==> config.mk <==
export PLATFORM = sky130hd
export DESIGN_NAME = memoria_instrucciones
export DESIGN_NICKNAME = d
export VERILOG_FILES = /design/src/rtl/memoria_instrucciones_pkg.sv /design/src/rtl/memoria_instrucciones.sv
export SDC_FILE = /design/constraint.sdc
export NUM_CORES = 2
export LEC_CHECK = 0
export ABC_AREA = 1
export CORE_ASPECT_RATIO = 0.9
export CORE_UTILIZATION = 50
export CTS_BUF_LIST = sky130_fd_sc_hd__clkbuf_4
export CTS_CLUSTER_DIAMETER = 200
export DETAILED_ROUTE_END_ITERATION = 10
export MAX_ROUTING_LAYER = met4
export PLACE_DENSITY = 0.76
export SYNTH_ARGS = -nofsm -noshare
export SYNTH_HDL_FRONTEND = slang
export SYNTH_SLANG_ARGS = --single-unit
export TNS_END_PERCENT = 1
==> constraint.sdc <==
create_clock -name clk -period 4.1 [get_ports clk]
set_input_delay 1.025 -clock clk [delete_from_list [all_inputs] [get_ports clk]]
set_output_delay 1.025 -clock clk [all_outputs]
set_load 0.05 [all_outputs]
==> src/rtl/memoria_instrucciones_pkg.sv <==
// -----------------------------------------------------------------------------
// imem_pkg
// Shared constants for the RV32I instruction memory:
//   NOP_WORD       - canonical RV32I NOP (addi x0,x0,0), used as fill value
//   DEFAULT_LEN    - number of words in the built-in program
//   DEFAULT_IMAGE  - the built-in program, word 0 at byte address 0
//   default_word() - default content of any word index (program or NOP fill)
// -----------------------------------------------------------------------------
package imem_pkg;

  localparam logic [31:0] NOP_WORD    = 32'h0000_0013;
  localparam int unsigned DEFAULT_LEN = 14;

  // Built-in program. The tail word at byte 48 is "jal x0,0" (spin in place),
  // followed by a NOP at byte 52.
  localparam logic [31:0] DEFAULT_IMAGE [DEFAULT_LEN] = '{
    32'h0050_0093,  // 0x00
    32'h00A0_0113,  // 0x04
    32'h0020_81B3,  // 0x08
    32'h4011_0233,  // 0x0C
    32'h0020_F2B3,  // 0x10
    32'h0020_E333,  // 0x14
    32'h0030_2023,  // 0x18
    32'h0000_2383,  // 0x1C
    32'h0071_8463,  // 0x20
    32'h0010_0413,  // 0x24
    32'h0020_A4B3,  // 0x28
    32'h0020_C533,  // 0x2C
    32'h0000_006F,  // 0x30
    32'h0000_0013   // 0x34
  };

  // Default content for word index idx: program word if inside the image,
  // otherwise the supplied fill value.
  function automatic logic [31:0] default_word(input int unsigned idx,
                                               input logic [31:0] fill);
    if (idx < DEFAULT_LEN) begin
      return DEFAULT_IMAGE[idx];
    end
    return fill;
  endfunction

endpackage

==> src/rtl/memoria_instrucciones.sv <==
// -----------------------------------------------------------------------------
// memoria_instrucciones
// Word-organised instruction memory for the single-cycle RV32I fetch stage.
// Combinational read from the PC byte address, synchronous program-load port,
// synchronous reset that restores the built-in program image.
//
// Ports:
//   clk        in   system clock, rising edge
//   reset      in   synchronous active-high, reloads the default image
//   address    in   byte address from the PC
//   inst       out  instruction word at address (NOP_WORD when out of range)
//   prog_we    in   program-load write enable
//   prog_addr  in   byte address for the load write (bits [1:0] ignored)
//   prog_data  in   word to write
//   addr_err   out  address is outside 0 .. 4*DEPTH-1
//   misaligned out  address[1:0] != 0
// -----------------------------------------------------------------------------
module memoria_instrucciones
  import imem_pkg::*;
#(
  parameter int unsigned DEPTH    = 64,
  parameter int unsigned ADDR_W   = 32,
  parameter int unsigned DATA_W   = 32,
  parameter logic [DATA_W-1:0] NOP_FILL = DATA_W'(imem_pkg::NOP_WORD)
) (
  input  logic              clk,
  input  logic              reset,
  input  logic [ADDR_W-1:0] address,
  output logic [DATA_W-1:0] inst,
  input  logic              prog_we,
  input  logic [ADDR_W-1:0] prog_addr,
  input  logic [DATA_W-1:0] prog_data,
  output logic              addr_err,
  output logic              misaligned
);

  localparam int unsigned IDX_W = $clog2(DEPTH);
  // Lowest byte-address bit above the word index; any set bit from here up
  // means the address lies beyond the stored words.
  localparam int unsigned HI_LSB = IDX_W + 2;

  typedef logic [DATA_W-1:0] mem_t [DEPTH];

  // Full default memory content, used both for power-up and for reset.
  function automatic mem_t default_mem();
    mem_t m;
    for (int unsigned i = 0; i < DEPTH; i++) begin
      m[i] = DATA_W'(default_word(i, 32'(NOP_FILL)));
    end
    return m;
  endfunction

  // Declaration initialiser gives the power-up image, so fetch works before
  // the first reset.
  mem_t mem_q = default_mem();

  logic [IDX_W-1:0] rd_idx;
  logic             rd_in_range;
  logic [IDX_W-1:0] wr_idx;
  logic             wr_in_range;
  logic             unused_prog_lsb;

  assign rd_idx      = address[IDX_W+1:2];
  assign rd_in_range = (address[ADDR_W-1:HI_LSB] == '0);
  assign wr_idx      = prog_addr[IDX_W+1:2];
  assign wr_in_range = (prog_addr[ADDR_W-1:HI_LSB] == '0);

  // Byte offset of the load address carries no meaning for word writes.
  assign unused_prog_lsb = ^prog_addr[1:0];

  // Reset beats a simultaneous load; out-of-range loads are dropped.
  always_ff @(posedge clk) begin
    if (reset) begin
      for (int unsigned i = 0; i < DEPTH; i++) begin
        mem_q[i] <= DATA_W'(default_word(i, 32'(NOP_FILL)));
      end
    end else if (prog_we && wr_in_range) begin
      mem_q[wr_idx] <= prog_data;
    end
  end

  // Read path is purely combinational with no write-through: a word written
  // this cycle appears only after the edge.
  always_comb begin
    inst = NOP_FILL;
    if (rd_in_range) begin
      inst = mem_q[rd_idx];
    end
  end

  assign addr_err   = ~rd_in_range;
  assign misaligned = |address[1:0];

endmodule

==> impl_results.md <==
- Run status: finished with violations
- Failing checks: negative setup slack
- Pwr per Cell Area: 430 nW/um2
- Setup WS post-layout: -0.129 ns
- CP Cell Sequence: buf_16 > inv_8 > clkbuf_16 > buf_8 > nand2_1 > nand3_1 > nand3_1 > nand3_1 > nand3_2 > nand3_1 > nand2_1 > buf_12 > nor2_2 > buf_12
- Fin crit share: 103%
- Worst hold stages: 3
- Stages on the worst setup path: 14
- TritonCTS clock tree: yes
- Max cap viols: 0
- Crit. End Element: primary output
- Die height: 410 um
- Register area share after synthesis: 66.7%
- Largest register FFs: 2048
- Slew HR: 35.1%
- Clk slew on worst S/H paths: 0.06 ns
- Syn avg cell area: 9.81 um2
- Initial antenna violation count: 6
- Layout net count: 9873
- Final Max Tran Viols: 0
- Routed len/inst: 23.8 um
- Die X: 455 um
- Clock root cell: clkbuf_4
- Remaining DRCs: 0
- CTS max path bufs: 4
- Bufs and invs on worst path: 6
- TritonCTS buffer count: 545
- Layout cells sized above 1: 16.7%
- Reg with most FFs: mem_q
- Die area: 186000 um2
- Crit path DAT: 3.20 ns
- CTS Sinks: 2048
- Vias: 76.1k
- Cell Rows: 149
- Post-detail-place hpwl: 174000 um
- Slowest cell on the critical path: clkbuf_16
- Vias per cell: 6.07
- Hold_ws: 0.535 ns
- Crit-path max cell delay: 0.21 ns
- RSZ-0062 raised after global routing: true
- Synth Register Bits: 2048
- DR pass1 iterations: 7
- Most frequent CP cell: nand3_1
- Type of the worst min-delay path: primary input to flip-flop
- Core area: 183000 um2
- Layout Area Growth over Synthesis: 17.4%
- Critical-path maximum fanout: 24
- First-pass GRT wire length: 429000 um
- Final Hold Fails: 0
- Buffers on Ports: 130
- # fillers: 14.2k
- GRT Util Overall: 31.6%
- CTS H-tree depth: 6
- Grt total ovfl: 0
- Mapped Area: 92300 um2
- Post-synthesis cell count: 9404
- DRT Wirelength: 299000 um
- Ports: 133
- Worst VDD drop: 0.000284 V
- DR iter-0 viols: 12.6k
- DP Cell Count: 11.6k
- Warnings from Yosys: 0
- # setup viols final: 14
- Measured slew at the worst slew-check pin: 0.973 ns
- Post-Layout Cell Count: 12.5k
- Number of global-route vias before repair: 72.2k
- Mapped Nets: 9503
- Post-synth cell types: 27
- GP Congestion: 0.988
- Largest net degree at the start of global routing: 82
- DRT antenna net count: 0
- Top flop regs: mem_q (2048)
- Pleak: 42.2 nW
- Crit path max-delay family: buffers and inverters
- # hold bufs at CTS: 0
- Setup crit start kind: primary input
- Initial Util: 50.3%
- Final worst path period need: 4.23 ns
- Total negative slack: -0.535 ns
- Achievable Freq: 0.236 GHz
- Kind of critical path: primary input to primary output
- Worst EP required: 3.07 ns
timing repair:
action / in CTS / in global routing
setup buffers: 0 / 14
endpoints found under the setup margin: 32 / 32
pin swaps: 1 / 30
resized for setup: 56 / 219
cloned: 2 / 28
layout make-up:
class | count | area, um2 | share of cell area, %
Timing Repair Buffer | 720 | 9010 | 8.32
Tap cell | 2416 | 3020 | 2.79
Sequential cell | 2048 | 61500 | 56.8
Clock buffer | 798 | 5990 | 5.53
Multi-Input combinational cell | 6408 | 27900 | 25.7
Antenna cell | 7 | 17.5 | 0.0162
Clock inverter | 97 | 638 | 0.589
Timing Repair inverter | 1 | 11.3 | 0.0104
Inverter | 50 | 256 | 0.237
cells in the mapped netlist:
cell         n  area, um2
nor2_1    1930       7240
a21oi_1     28        140
o211ai_1     2       15.0
buf_1      123        462
nand2_2      1       6.26
nand2_1   2258       8480
clkbuf_1   632       2370
nor3_1       7       35.0
clkinv_1     1       3.75
inv_2       35        131
nand3_1   2032      10200
and2_0       1       6.26
nand4_1     61        382
buf_2      140        701
nor3_2       1       10.0
nand4_2      6       75.1
buf_4        3       22.5
edfxtp_1  2048      61500
nor2_2       5       31.3
a31oi_1      1       6.26
inv_1       14       52.6
nor4_2       1       12.5
or2_2        1       6.26
and2_1       1       6.26
o21ai_0     46        230
nor4_1       6       37.5
o22ai_1     20        125
power breakdown:
group | leakage (nW) | internal, mW | switching, mW
clock | 4.01 | 9.47 | 8.27
combinational | 18.6 | 1.36 | 3.15
sequential | 19.6 | 24.0 | 0.280
cell usage in the layout (no fill, tap or decap), types with 3 or more instances in the layout:
cell             Yosys  final
nand4_1             61     61
a21oi_2              0     11
nand3_1           2032   1959
edfxtp_1          2048   2048
clkbuf_16            0     25
nand2_1           2258   2207
nor2_2               5     22
o21ai_0             46     44
nand4_2              6      6
nor3_2               1      7
clkinv_2             0     15
inv_1               14     10
buf_8                0      5
a21oi_1             28     17
nand2_2              1     37
buf_16               0     27
diode_2              0      7
inv_2               35     43
buf_4                3    368
buf_6                0     26
clkinv_1             1     64
bufinv_16            0     10
nand3_4              0      3
buf_12               0    175
dlymetal6s2s_1       0     13
clkdlybuf4s50_1      0     77
o22ai_1             20     19
nor4_2               1      5
nand2_4              0     15
nor2_1            1930   1902
nor2_4               0     11
clkbuf_4             0    798
nand3_2              0     70
worst paths after layout:
path | from | endpoint | slack, ns
max | address[2] | inst[25] | -0.13
min | prog_data[13] | mem_q[6][13] | 0.54
metrics by stage:
step                cell area [um2]  total power [mW]  setup WS, ns  util (%)
floorplan                     92300              26.9        -0.119         -
global placement              99600              28.7        -0.213      54.4
CTS                          107000              46.2        -0.105      58.1
finish                       108000              46.5        -0.129      59.1
global route                 108000              47.9       -0.0978      59.1
detailed placement            99600              28.8        -0.268      54.4
logic make-up after synthesis:
family / Yosys count / synth area share [%]
simple gates: 6311 / 28.7
buf+inv: 948 / 4.06
compound gates: 97 / 0.560
flops: 2048 / 66.7
layer usage:
metal / vias to the layer above / wire [um] / global-route usage, %
met3: 937 / 47100 / 8.19
met1: 35900 / 101000 / 39.9
met2: 6359 / 133000 / 46.0
met5: - / 0 / -
li1: 33000 / - / -
met4: 0 / 17000 / 18.3
No activity file was read; power rests on OpenSTA's default activity.
